## config.mk

```make
export PLATFORM = sky130hd
export DESIGN_NAME = sha1_job_arbiter_flat
export DESIGN_NICKNAME = d
export VERILOG_FILES = /design/src/rtl/sha1_job_arbiter_if.sv /design/src/rtl/sha1_job_arbiter.sv /design/src/flat_wrapper.sv
export SDC_FILE = /design/constraint.sdc
export NUM_CORES = 1
export LEC_CHECK = 0
export CORE_AREA = 2 2 257 259
export DETAILED_ROUTE_END_ITERATION = 16
export DIE_AREA = 0 0 259 261
export GPL_ROUTABILITY_DRIVEN = 0
export PLACE_DENSITY_LB_ADDON = 0.2
export REMOVE_ABC_BUFFERS = 1
export SKIP_LAST_GASP = 1
export SLEW_MARGIN = 0
export SYNTH_ARGS = -nofsm -noshare
export SYNTH_HDL_FRONTEND = slang
export SYNTH_SLANG_ARGS = --single-unit
```

## constraint.sdc

```tcl
create_clock -name clk_i -period 2.35 [get_ports clk_i]
set_input_delay 0.47 -clock clk_i [delete_from_list [all_inputs] [get_ports clk_i]]
set_output_delay 0.47 -clock clk_i [all_outputs]
set_load 0.02 [all_outputs]
```

## src/rtl/sha1_job_arbiter_if.sv

```systemverilog
// Host-side job interface for sha1_job_arbiter: request (addr/size) and digest response channels.
// The arbiter connects through the slave modport; the requester side uses master.
interface sha1_job_arbiter_if #(
    parameter int unsigned NUM_REQ = 4
);
    logic [NUM_REQ-1:0]    req_valid;
    logic [32*NUM_REQ-1:0] req_addr;
    logic [32*NUM_REQ-1:0] req_size;
    logic [NUM_REQ-1:0]    req_ready;
    logic [NUM_REQ-1:0]    rsp_valid;
    logic [NUM_REQ-1:0]    rsp_ready;
    logic [159:0]          rsp_hash;
    logic                  rsp_error;

    modport master (
        output req_valid, req_addr, req_size, rsp_ready,
        input  req_ready, rsp_valid, rsp_hash, rsp_error
    );

    modport slave (
        input  req_valid, req_addr, req_size, rsp_ready,
        output req_ready, rsp_valid, rsp_hash, rsp_error
    );
endinterface

```

## src/rtl/sha1_job_arbiter.sv

```systemverilog
// Round-robin sharing of one SHA-1 core among NUM_REQ job ports: clear, start, wait, return digest.
// Define SHA1_ARB_TIMEOUT_EN to add a BUSY watchdog that aborts hung jobs with rsp_error.
module sha1_job_arbiter #(
    parameter int unsigned NUM_REQ    = 4,
    parameter int unsigned CLR_CYCLES = 2,
    parameter int unsigned TIMEOUT    = 65536
) (
    input  logic              clk_i,
    input  logic              reset_i,
    sha1_job_arbiter_if.slave job,
    output logic              core_nreset_o,
    output logic              core_start_o,
    output logic [31:0]       core_addr_o,
    output logic [31:0]       core_size_o,
    input  logic [159:0]      core_hash_i,
    input  logic              core_done_i
);
    localparam int unsigned     IdxW    = $clog2(NUM_REQ);
    localparam int unsigned     CntW    = $clog2(CLR_CYCLES + 1);
    localparam logic [CntW-1:0] LastClr = CntW'(CLR_CYCLES - 1);

    typedef enum logic [2:0] {StIdle, StClear, StStart, StBusy, StResp} state_e;

    state_e             state_q;
    logic [IdxW-1:0]    rr_ptr_q;
    logic [IdxW-1:0]    grant_q;
    logic [CntW-1:0]    clr_cnt_q;
    logic [NUM_REQ-1:0] rsp_valid_q;
    logic [159:0]       rsp_hash_q;
    logic               core_nreset_q;
    logic               core_start_q;
    logic [31:0]        core_addr_q;
    logic [31:0]        core_size_q;
`ifdef SHA1_ARB_TIMEOUT_EN
    logic               rsp_error_q;
    logic [31:0]        wdog_q;
`else
    logic               unused_timeout;
    assign unused_timeout = ^32'(TIMEOUT);
`endif

    logic               grant_vld;
    logic [IdxW-1:0]    grant_idx;
    logic [31:0]        sel_addr;
    logic [31:0]        sel_size;

    function automatic logic [IdxW-1:0] wrap_add(input logic [IdxW-1:0] base,
                                                 input int unsigned off);
        int unsigned s;
        s = 32'(base) + off;
        if (s >= NUM_REQ) s = s - NUM_REQ;
        return IdxW'(s);
    endfunction

    // First pending requester at or above rr_ptr, wrapping.
    always_comb begin
        grant_vld = 1'b0;
        grant_idx = '0;
        for (int unsigned k = 0; k < NUM_REQ; k++) begin
            if (!grant_vld && job.req_valid[wrap_add(rr_ptr_q, k)]) begin
                grant_vld = 1'b1;
                grant_idx = wrap_add(rr_ptr_q, k);
            end
        end
    end

    always_comb begin
        sel_addr = '0;
        sel_size = '0;
        for (int unsigned i = 0; i < NUM_REQ; i++) begin
            if (IdxW'(i) == grant_idx) begin
                sel_addr = job.req_addr[32*i +: 32];
                sel_size = job.req_size[32*i +: 32];
            end
        end
    end

    always_comb begin
        job.req_ready = '0;
        if (!reset_i && state_q == StIdle && grant_vld) job.req_ready[grant_idx] = 1'b1;
    end

    always_ff @(posedge clk_i) begin
        if (reset_i) begin
            state_q       <= StIdle;
            rr_ptr_q      <= '0;
            grant_q       <= '0;
            clr_cnt_q     <= '0;
            rsp_valid_q   <= '0;
            rsp_hash_q    <= '0;
            core_nreset_q <= 1'b0;
            core_start_q  <= 1'b0;
            core_addr_q   <= '0;
            core_size_q   <= '0;
`ifdef SHA1_ARB_TIMEOUT_EN
            rsp_error_q   <= 1'b0;
            wdog_q        <= '0;
`endif
        end else begin
            unique case (state_q)
                StIdle: begin
                    if (grant_vld) begin
                        grant_q       <= grant_idx;
                        core_addr_q   <= sel_addr;
                        core_size_q   <= sel_size;
                        core_nreset_q <= 1'b0;
                        clr_cnt_q     <= '0;
                        state_q       <= StClear;
                    end
                end
                StClear: begin
                    if (clr_cnt_q == LastClr) begin
                        core_nreset_q <= 1'b1;
                        core_start_q  <= 1'b1;
                        state_q       <= StStart;
                    end else begin
                        clr_cnt_q <= clr_cnt_q + 1'b1;
                    end
                end
                StStart: begin
                    core_start_q <= 1'b0;
`ifdef SHA1_ARB_TIMEOUT_EN
                    wdog_q       <= '0;
`endif
                    state_q      <= StBusy;
                end
                StBusy: begin
                    if (core_done_i) begin
                        rsp_hash_q  <= core_hash_i;
                        rsp_valid_q <= {{(NUM_REQ-1){1'b0}}, 1'b1} << grant_q;
`ifdef SHA1_ARB_TIMEOUT_EN
                        rsp_error_q <= 1'b0;
`endif
                        state_q     <= StResp;
                    end
`ifdef SHA1_ARB_TIMEOUT_EN
                    else if (wdog_q == 32'(TIMEOUT - 1)) begin
                        rsp_hash_q  <= '0;
                        rsp_error_q <= 1'b1;
                        rsp_valid_q <= {{(NUM_REQ-1){1'b0}}, 1'b1} << grant_q;
                        state_q     <= StResp;
                    end else begin
                        wdog_q <= wdog_q + 32'd1;
                    end
`endif
                end
                StResp: begin
                    if (job.rsp_ready[grant_q]) begin
                        rsp_valid_q <= '0;
                        rr_ptr_q    <= wrap_add(grant_q, 1);
                        state_q     <= StIdle;
                    end
                end
                default: state_q <= StIdle;
            endcase
        end
    end

    assign job.rsp_valid = rsp_valid_q;
    assign job.rsp_hash  = rsp_hash_q;
`ifdef SHA1_ARB_TIMEOUT_EN
    assign job.rsp_error = rsp_error_q;
`else
    assign job.rsp_error = 1'b0;
`endif
    assign core_nreset_o = core_nreset_q;
    assign core_start_o  = core_start_q;
    assign core_addr_o   = core_addr_q;
    assign core_size_o   = core_size_q;
endmodule

```

## src/flat_wrapper.sv

```systemverilog
// flat-port wrapper written by rule: the top's interface ports become plain ports
module sha1_job_arbiter_flat 
#(
    parameter int unsigned NUM_REQ    = 4,
    parameter int unsigned CLR_CYCLES = 2,
    parameter int unsigned TIMEOUT    = 65536
)
  (clk_i, reset_i, core_nreset_o, core_start_o, core_addr_o, core_size_o, core_hash_i, core_done_i, job_req_valid, job_req_addr, job_req_size, job_rsp_ready, job_req_ready, job_rsp_valid, job_rsp_hash, job_rsp_error);
  sha1_job_arbiter_if #(.NUM_REQ(NUM_REQ)) job_i ();
  input  logic clk_i;
  input  logic reset_i;
  output logic core_nreset_o;
  output logic core_start_o;
  output logic [31:0] core_addr_o;
  output logic [31:0] core_size_o;
  input  logic [159:0] core_hash_i;
  input  logic core_done_i;
  input wire logic [$bits(job_i.req_valid)-1:0] job_req_valid;
  input wire logic [$bits(job_i.req_addr)-1:0] job_req_addr;
  input wire logic [$bits(job_i.req_size)-1:0] job_req_size;
  input wire logic [$bits(job_i.rsp_ready)-1:0] job_rsp_ready;
  output wire logic [$bits(job_i.req_ready)-1:0] job_req_ready;
  output wire logic [$bits(job_i.rsp_valid)-1:0] job_rsp_valid;
  output wire logic [$bits(job_i.rsp_hash)-1:0] job_rsp_hash;
  output wire logic [$bits(job_i.rsp_error)-1:0] job_rsp_error;
  assign job_i.req_valid = job_req_valid;
  assign job_i.req_addr = job_req_addr;
  assign job_i.req_size = job_req_size;
  assign job_i.rsp_ready = job_rsp_ready;
  assign job_req_ready = job_i.req_ready;
  assign job_rsp_valid = job_i.rsp_valid;
  assign job_rsp_hash = job_i.rsp_hash;
  assign job_rsp_error = job_i.rsp_error;
  sha1_job_arbiter #(.NUM_REQ(NUM_REQ), .CLR_CYCLES(CLR_CYCLES), .TIMEOUT(TIMEOUT)) u_core (.clk_i(clk_i), .reset_i(reset_i), .job(job_i), .core_nreset_o(core_nreset_o), .core_start_o(core_start_o), .core_addr_o(core_addr_o), .core_size_o(core_size_o), .core_hash_i(core_hash_i), .core_done_i(core_done_i));
endmodule
```

==> results of run 1 <==
per-layer routing:
layer | share of wire, % | routed length, microns
met4 | 2.6 | 1360
met5 | 0.078 | 41
met1 | 38 | 20000
met3 | 8.8 | 4610
met2 | 50 | 26200
cell families after synthesis:
logic type / synth area share, %
and+or+nand+nor: 17.0
AOI/OAI and AO/OA: 26.6
DFF: 48.5
buffers and inverters: 4.88
muxes: 2.36
adders and majority gates: 0.634
other: 0.0380
cells in the mapped netlist (all sizes together) (2+ instances only):
library cell,instances,share of area [%]
nor2b,3,0.22
buf,22,1.2
o22ai,44,2.8
o21a,44,3.3
ha,5,0.63
a21oi,167,8.5
nor2,20,0.76
nand2,391,15
o221ai,21,1.9
inv,8,0.30
mux2i,21,2.1
o21ai,6,0.30
nand3,3,0.15
or2,3,0.19
a21boi,2,0.15
a22oi,26,2.0
a211oi,45,3.4
a2111oi,2,0.37
o31ai,44,3.3
dfxtp,239,48
nor4,2,0.13
clkbuf,88,3.3
nor3,3,0.15
power groups by stage:
| stage | combinational (mW) | sequential [mW] | clock (mW) |
|---|---|---|---|
| 6_report | 2.18 | 4.33 | 4.67 |
| 2_1_floorplan | 0.479 | 4.61 | 0 |
| 4_1_cts | 2.21 | 4.33 | 4.88 |
| 5_1_grt | 2.32 | 4.35 | 5.01 |
| 3_5_place_dp | 2.19 | 4.41 | 0 |
| 3_3_place_gp | 2.19 | 4.41 | 0 |
area by class of cell:
cell class / count / area share (%)
Inverter: 8 / 0.172
Sequential cell: 239 / 25.3
Tap cell: 864 / 5.70
Clock buffer: 45 / 4.63
Multi-Input combinational cell: 866 / 25.0
Timing Repair Buffer: 730 / 38.6
Clock inverter: 11 / 0.581
Antenna cell: 1 / 0.0132
registers in the layout, summed over array words and instances (netlist names):
register / flops
u_core.core_start_o: 1
u_core.core_addr_o: 32
u_core.state_q: 3
u_core.rr_ptr_q: 2
u_core.clr_cnt_q: 2
u_core.job.rsp_hash: 160
u_core.grant_q: 2
u_core.core_nreset_o: 1
u_core.core_size_o: 32
u_core.job.rsp_valid: 4
worst max-delay path, delay by kind of cell (launching register included):
| kind | cells | cell delay, ns |
|---|---|---|
| AND/OR/NAND/NOR | 3 | 1.07 |
| buffers and inverters | 1 | 0.17 |
| flip-flops | 1 | 0.33 |
how the worst max path moves through the flow:
stage,start,to,slack [ns],cells after the start
2_1_floorplan,u_core.state_q[2]$_SDFFE_PP0P_,u_core.job.rsp_valid[0]$_SDFFE_PP0P_,-3.85,4
3_3_place_gp,job_req_valid[1],job_req_ready[2],-1.53,7
3_5_place_dp,job_req_valid[0],job_req_ready[2],-1.50,7
4_1_cts,u_core.state_q[1]$_SDFFE_PP0P_,job_req_ready[2],-0.38,4
5_1_grt,u_core.state_q[0]$_SDFFE_PP0P_,job_req_ready[2],-0.35,4
6_report,u_core.state_q[0]$_SDFFE_PP0P_,job_req_ready[2],-0.27,4
through the flow:
step                      power [mW]  area (sq um)  std cells  setup TNS (ns)  hold slack (ns)
after floorplan                 5.09          9420       1113         -699.57            0.450
after global placement          6.60         17900       2705          -35.87            0.435
after detailed placement        6.60         17900       2705          -36.04            0.444
after CTS                       11.4         18900       2763           -1.28            0.393
after global routing            11.7         19000       2764           -1.25            0.410
final                           11.2         19000       2764          -0.902            0.444
cell usage in the layout, fill, tap and decap left out, drive strengths merged, types with 44 or more instances in the layout:
cell type	instances
buf	75
a21oi	167
nand2	391
dfxtp	239
o22ai	44
a211oi	45
o31ai	44
clkdlybuf4s50	651
o21a	44
clkbuf	45
what timing repair did:
| action | in CTS | in global routing |
|---|---|---|
| setup buffers | 3 | 0 |
| pin swaps | 4 | 2 |
| setup endpoints to repair | 24 | 4 |
| gates resized for setup | 43 | 4 |
==> results.py, run 1 <==
metrics = {
    "timing": {
        "setup_ws_ns": -0.272,
        "hold_violations": 0,
        "final.period_utilization_pct": 112,
        "tightest_slew_ns": 0.851,
        "relSlewSlack_pct": 43.3,
        "fmax_mhz": 381,
        "setup_viol": 4,
        "report.final.slew_viol_count": 0,
        "rsz0062_at_grt": "yes",
        "period_minus_slack_ns": 2.62,
        "skew_ns": 0.0110,
    },
    "global_route": {
        "grt_pass1_vias": 11515,
        "busiest_layer": "met2",
        "track_usage_pct": 14.5,
        "grtUsageMet2_pct": 26.5,
        "grt_remaining_overflow": 0,
        "grt_use_met1_pct": 16.0,
        "grtUsageMet3_pct": 4.55,
        "grt_max_degree": 81,
        "grt_pass1_wl_mm": 74.8,
        "antenna_found_initial": 9,
    },
    "status": {
        "status": "finished, violations left",
        "violations": "negative setup slack",
    },
    "pwr": {
        "netSwitchingFraction_pct": 26.3,
        "ir_drop_mv": 0.448,
        "power_density_mw_per_mm2": 590,
        "internal_power_mw": 8.24,
        "seqPwrFrac_pct": 38.8,
        "combPwrFrac_pct": 19.5,
        "pwr-share-clk_pct": 41.7,
        "power_switching_mw": 2.94,
        "p_leak_nw": 6.40,
    },
    "clock_tree": {
        "postCtsHoldBufs": 0,
        "cts_buffers": 30,
        "clkTransAtPathRegs_ns": 0.06,
        "ctsHtreeMaxLevel": 1,
        "clock_sink_count": 239,
        "cts_tree": "yes",
        "clk-insertion-delay-late_ns": 0.57,
        "root_buffer": "clkbuf_16",
        "clock_path_buffers": 3,
    },
    "synthesis": {
        "yosys_most_used_dff": "dfxtp_1",
        "ys_seq_area_share_pct": 48.5,
        "ys_ff_latch": 239,
        "syn-mean-instance-area_sq_um": 8.07,
        "yosys_warnings": 0,
        "synth-edff-count": 0,
        "syn_inst": 1223,
        "async_reset_ff_share_pct": 0,
        "synthesis.area_sq_mm": 0.00987,
        "ys_types": 44,
    },
    "final_layout": {
        "nFillCells": 6837,
        "final_util_pct": 29.1,
        "multiInputGateArea_sq_mm": 0.00473,
        "layout-drive-gt1-share_pct": 7.74,
        "nets": 2307,
        "seqCellArea_sq_mm": 0.00479,
        "syn_to_final_growth_pct": 92.0,
    },
    "run": {
        "cap_viol_max_count": 0,
    },
    "drt": {
        "via_count": 11347,
        "dr.pass1.iters": 5,
        "drt_iter0_drc": 641,
        "routed_wl_mm": 52.2,
        "wl_per_cell_microns": 18.9,
        "vias_per_cell": 4.11,
        "ant_nets": 0,
        "drc": 0,
    },
    "worst_hold_path": {
        "holdPathStages": 3,
        "min_path_type": "input port to flip-flop",
        "worstHoldStart": "core_hash_i[119]",
        "worstHoldEndpoint": "u_core.job.rsp_hash[119]$_SDFFE_PP0P_",
    },
    "setup_path": {
        "required_ns": 1.88,
        "cp_slowest_stage_delay_ns": 0.56,
        "end_kind": "output pin",
        "crit_chain": "nor2_4 > or4b_4 > nor3b_4 > buf_6",
        "crit_slowest_cell": "or4b_4",
        "worstPathArrival_ns": 2.15,
        "cp-start-kind": "flip-flop",
        "worst-r2r-cell-count": 7,
        "path_max_fanout": 4,
        "rr_startpoint": "u_core.state_q[0]$_SDFFE_PP0P_",
        "r2r_slack_ns": 0.16,
        "r2r-end": "u_core.core_size_o[6]$_SDFFE_PP0P_",
        "critPathKind": "flip-flop to output pin",
    },
    "placed_design": {
        "io_buffers": 660,
        "dpl.hpwl_mm": 39.8,
        "dpl_worst_slack_ns": -1.50,
    },
    "die": {
        "initial_core_util_pct": 15.2,
        "die_h_microns": 261,
        "core_area_sq_mm": 0.0650,
        "num_io_pins": 662,
        "fp.dieArea_sq_mm": 0.0676,
        "die_x_microns": 259,
        "row_count": 94,
    },
}
Note: power is estimated with default switching activity, not from simulation.
==> run 2: changes to the inputs <==
--- a/config.mk
+++ b/config.mk
@@ -12,7 +12,7 @@
 export PLACE_DENSITY_LB_ADDON = 0.2
 export REMOVE_ABC_BUFFERS = 1
 export SKIP_LAST_GASP = 1
-export SLEW_MARGIN = 0
+export SLEW_MARGIN = 20
 export SYNTH_ARGS = -nofsm -noshare
 export SYNTH_HDL_FRONTEND = slang
 export SYNTH_SLANG_ARGS = --single-unit
==> results of run 2 <==
Same layout as run 1: the final DEF is identical, and so are final timing and power.
==> run 3: changes to the inputs <==
--- a/config.mk
+++ b/config.mk
@@ -5,9 +5,10 @@
 export SDC_FILE = /design/constraint.sdc
 export NUM_CORES = 1
 export LEC_CHECK = 0
-export CORE_AREA = 2 2 257 259
+export ABC_AREA = 1
+export CORE_AREA = 2 2 254 256
 export DETAILED_ROUTE_END_ITERATION = 16
-export DIE_AREA = 0 0 259 261
+export DIE_AREA = 0 0 256 258
 export GPL_ROUTABILITY_DRIVEN = 0
 export PLACE_DENSITY_LB_ADDON = 0.2
 export REMOVE_ABC_BUFFERS = 1
==> results.py, run 3 <==
metrics = {
    "status": {
        "status": "finished, violations left",
        "violations": "negative setup slack",
    },
    "pwr": {
        "p_leak_nw": 7.69,
        "pwr-share-clk_pct": 34.0,
        "ir_drop_mv": 0.523,
        "internal_power_mw": 10.1,
        "combPwrFrac_pct": 34.4,
        "power_switching_mw": 4.98,
        "netSwitchingFraction_pct": 33.0,
        "seqPwrFrac_pct": 31.6,
        "power_mw": 15.1,
        "power_density_mw_per_mm2": 737,
    },
    "synthesis": {
        "synth.top_cells.by_count": "nand2_1, dfxtp_1, a21oi_1",
        "ys_types": 30,
        "synth.most_common_cell": "nand2_1",
        "ys_seq_area_share_pct": 45.6,
        "async_reset_ff_share_pct": 0,
        "synth-edff-count": 0,
        "syn-mean-instance-area_sq_um": 6.73,
        "synth_area_leaders": "dfxtp_1, nand2_1, a21oi_1",
        "yosys_most_used_dff": "dfxtp_1",
        "yosys_warnings": 0,
        "ys_ff_latch": 239,
        "syn_inst": 1561,
        "yosysTopAreaCell": "dfxtp_1",
        "synth.top_cell.area_share_pct": 45.6,
        "synthesis.area_sq_mm": 0.0105,
    },
    "die": {
        "initial_core_util_pct": 16.5,
        "core_area_sq_mm": 0.0636,
        "die_h_microns": 258,
        "fp.dieArea_sq_mm": 0.0660,
        "row_count": 93,
        "num_io_pins": 662,
        "die_x_microns": 256,
    },
    "clock_tree": {
        "cts_buffers": 30,
        "clock_path_buffers": 3,
        "clock_sink_count": 239,
        "ctsHtreeMaxLevel": 1,
        "clkTransAtPathRegs_ns": 0.06,
        "clk-insertion-delay-late_ns": 0.58,
        "cts_tree": "yes",
        "root_buffer": "clkbuf_16",
    },
    "worst_hold_path": {
        "holdPathStages": 3,
        "worstHoldStart": "core_hash_i[5]",
        "min_path_type": "input port to flip-flop",
        "worstHoldEndpoint": "u_core.job.rsp_hash[5]$_SDFFE_PP0P_",
    },
    "setup_path": {
        "crit_chain": "buf_8 > nand2_8 > nand3_4 > nand2_4 > buf_6 > nor2_4 > nand3_2 > nand2_2 > nand2_4 > inv_4 > nand2_4 > nor2_4 > buf_6",
        "r2r-end": "u_core.core_size_o[29]$_SDFFE_PP0P_",
        "critPathKind": "flip-flop to output pin",
        "crit_slowest_cell": "dfxtp_4",
        "end_kind": "output pin",
        "worst-r2r-cell-count": 19,
        "cp_slowest_stage_delay_ns": 0.39,
        "path_max_fanout": 6,
        "r2r_slack_ns": -0.23,
        "required_ns": 1.88,
        "rr_startpoint": "u_core.rr_ptr_q[0]$_SDFFE_PP0P_",
        "worstPathArrival_ns": 2.24,
        "cp-start-kind": "flip-flop",
        "cpMostUsedCell": "nand2_4",
    },
    "drt": {
        "via_count": 12778,
        "wl_per_cell_microns": 18.4,
        "ant_nets": 0,
        "drc": 0,
        "drt_iter0_drc": 676,
        "dr.pass1.iters": 5,
        "vias_per_cell": 4.10,
        "routed_wl_mm": 57.3,
    },
    "final_layout": {
        "nets": 2667,
        "final_common_cell": "clkdlybuf4s50_1",
        "final_cell_count_no_fill": 3118,
        "multiInputGateArea_sq_mm": 0.00547,
        "mostFrequentLayoutCells": "clkdlybuf4s50_1, nand2_1, dfxtp_1, a21oi_1, nor2_1",
        "seqCellArea_sq_mm": 0.00479,
        "design_area_sq_mm": 0.0205,
        "nFillCells": 6760,
        "largest_reg_flops": 160,
        "syn_to_final_growth_pct": 94.8,
        "layout-drive-gt1-share_pct": 11.9,
    },
    "timing": {
        "setup_viol": 68,
        "period_minus_slack_ns": 2.71,
        "tightest_slew_ns": 0.930,
        "final.period_utilization_pct": 115,
        "report.final.slew_viol_count": 0,
        "setup_ws_ns": -0.361,
        "skew_ns": 0.0253,
        "tns_ns": -10.13,
        "rsz0062_at_grt": "yes",
        "hold_violations": 0,
        "relSlewSlack_pct": 38.0,
        "fmax_mhz": 369,
    },
    "global_route": {
        "grt_pass1_wl_mm": 81.9,
        "track_usage_pct": 16.2,
        "grt_max_degree": 115,
        "grt_pass1_vias": 12775,
        "antenna_found_initial": 5,
        "grt_remaining_overflow": 0,
    },
    "placed_design": {
        "placed_area_sq_mm": 0.0184,
        "io_buffers": 660,
        "post-place-cells": 3034,
        "dpl.hpwl_mm": 41.5,
    },
    "run": {
        "cap_viol_max_count": 0,
    },
}
==> run 3: cell count changes after synthesis, sizes merged, moves of 44 or more <==
cell,change
nand2,+263
o21ai,+82
nor2,+77
nand3,+72
inv,+50
a211oi,-45
o21a,-44
o22ai,-44
o31ai,-44
==> run 3: metrics by stage <==
| step | setup WS (ns) | util, % | hold WS [ns] |
|---|---|---|---|
| 6_report | -0.361 | 32.1 | 0.448 |
| 5_1_grt | -0.494 | 32.1 | 0.424 |
| 4_1_cts | -0.359 | 31.5 | 0.397 |
| 3_5_place_dp | -0.887 | 28.9 | 0.455 |
| 3_3_place_gp | -0.831 | 28.9 | 0.447 |
| 2_1_floorplan | -4.28 | - | 0.433 |
==> run 3: layer usage <==
layer  up-vias  GRT usage (%)  wire length (microns)  share of wire, %
met1      5923           18.2                  22400                39
met4         2           6.35                   2200               3.8
met3        96           4.21                   3770               6.6
met2       413           29.3                  28900                50
met5         -              0                     13             0.023
li1       6344              -                      -                 -
==> run 3: worst max-delay path: cells and delay by family, from the launching register on <==
| family | cells | cell delay, ns |
|---|---|---|
| and+or+nand+nor | 9 | 0.78 |
| buffers and inverters | 4 | 0.48 |
| DFF | 1 | 0.39 |
==> run 3: how the worst max path moves through the flow <==
stage / slack, ns / start / to
2_1_floorplan: -4.28 / u_core.state_q[0]$_SDFFE_PP0P_ / u_core.job.rsp_valid[0]$_SDFFE_PP0P_
3_3_place_gp: -0.83 / job_req_valid[3] / job_req_ready[1]
3_5_place_dp: -0.89 / job_req_valid[3] / job_req_ready[3]
4_1_cts: -0.36 / u_core.rr_ptr_q[0]$_SDFFE_PP0P_ / job_req_ready[3]
5_1_grt: -0.49 / u_core.rr_ptr_q[0]$_SDFFE_PP0P_ / job_req_ready[0]
6_report: -0.36 / u_core.rr_ptr_q[0]$_SDFFE_PP0P_ / job_req_ready[3]
==> run 3: power groups by stage <==
stage	clock network [mW]	logic, mW	registers (mW)
6_report	5.12	5.19	4.76
5_1_grt	5.49	5.66	4.81
4_1_cts	5.32	4.93	4.76
3_5_place_dp	0	4.66	4.84
3_3_place_gp	0	4.66	4.83
2_1_floorplan	0	1.56	5.30
==> run 3: logic make-up (layout without fill, tap and decap cells) <==
| logic type | count (synthesis) | after routing | synth area share, % |
|---|---|---|---|
| AND/OR/NAND/NOR | 847 | 847 | 32.1 |
| AO/OA/AOI/OAI | 305 | 305 | 14.8 |
| adder cells (fa/ha/maj) | 5 | 5 | 0.596 |
| other | 1 | 5 | 0.0357 |
| flip-flops | 239 | 239 | 45.6 |
| buffers and inverters | 164 | 862 | 6.93 |
==> run 3: area by class of cell <==
| class | instances | area share (%) |
|---|---|---|
| antenna | 4 | 0.0489 |
| inverter | 58 | 1.16 |
| sequential | 239 | 23.4 |
| clock inverter | 10 | 0.991 |
| multi-input combinational | 1158 | 26.7 |
| tap | 855 | 5.23 |
| timing repair buffer | 748 | 38.1 |
| clock buffer | 46 | 4.31 |
==> run 3: repair_timing <==
action / in CTS / in global routing
pin swaps: 16 / 31
setup buffers: 10 / 4
endpoints found under the hold margin: 0 / 0
endpoints found under the setup margin: 68 / 68
gates cloned: 8 / 3
hold buffers: 0 / 0
resized for setup: 111 / 75
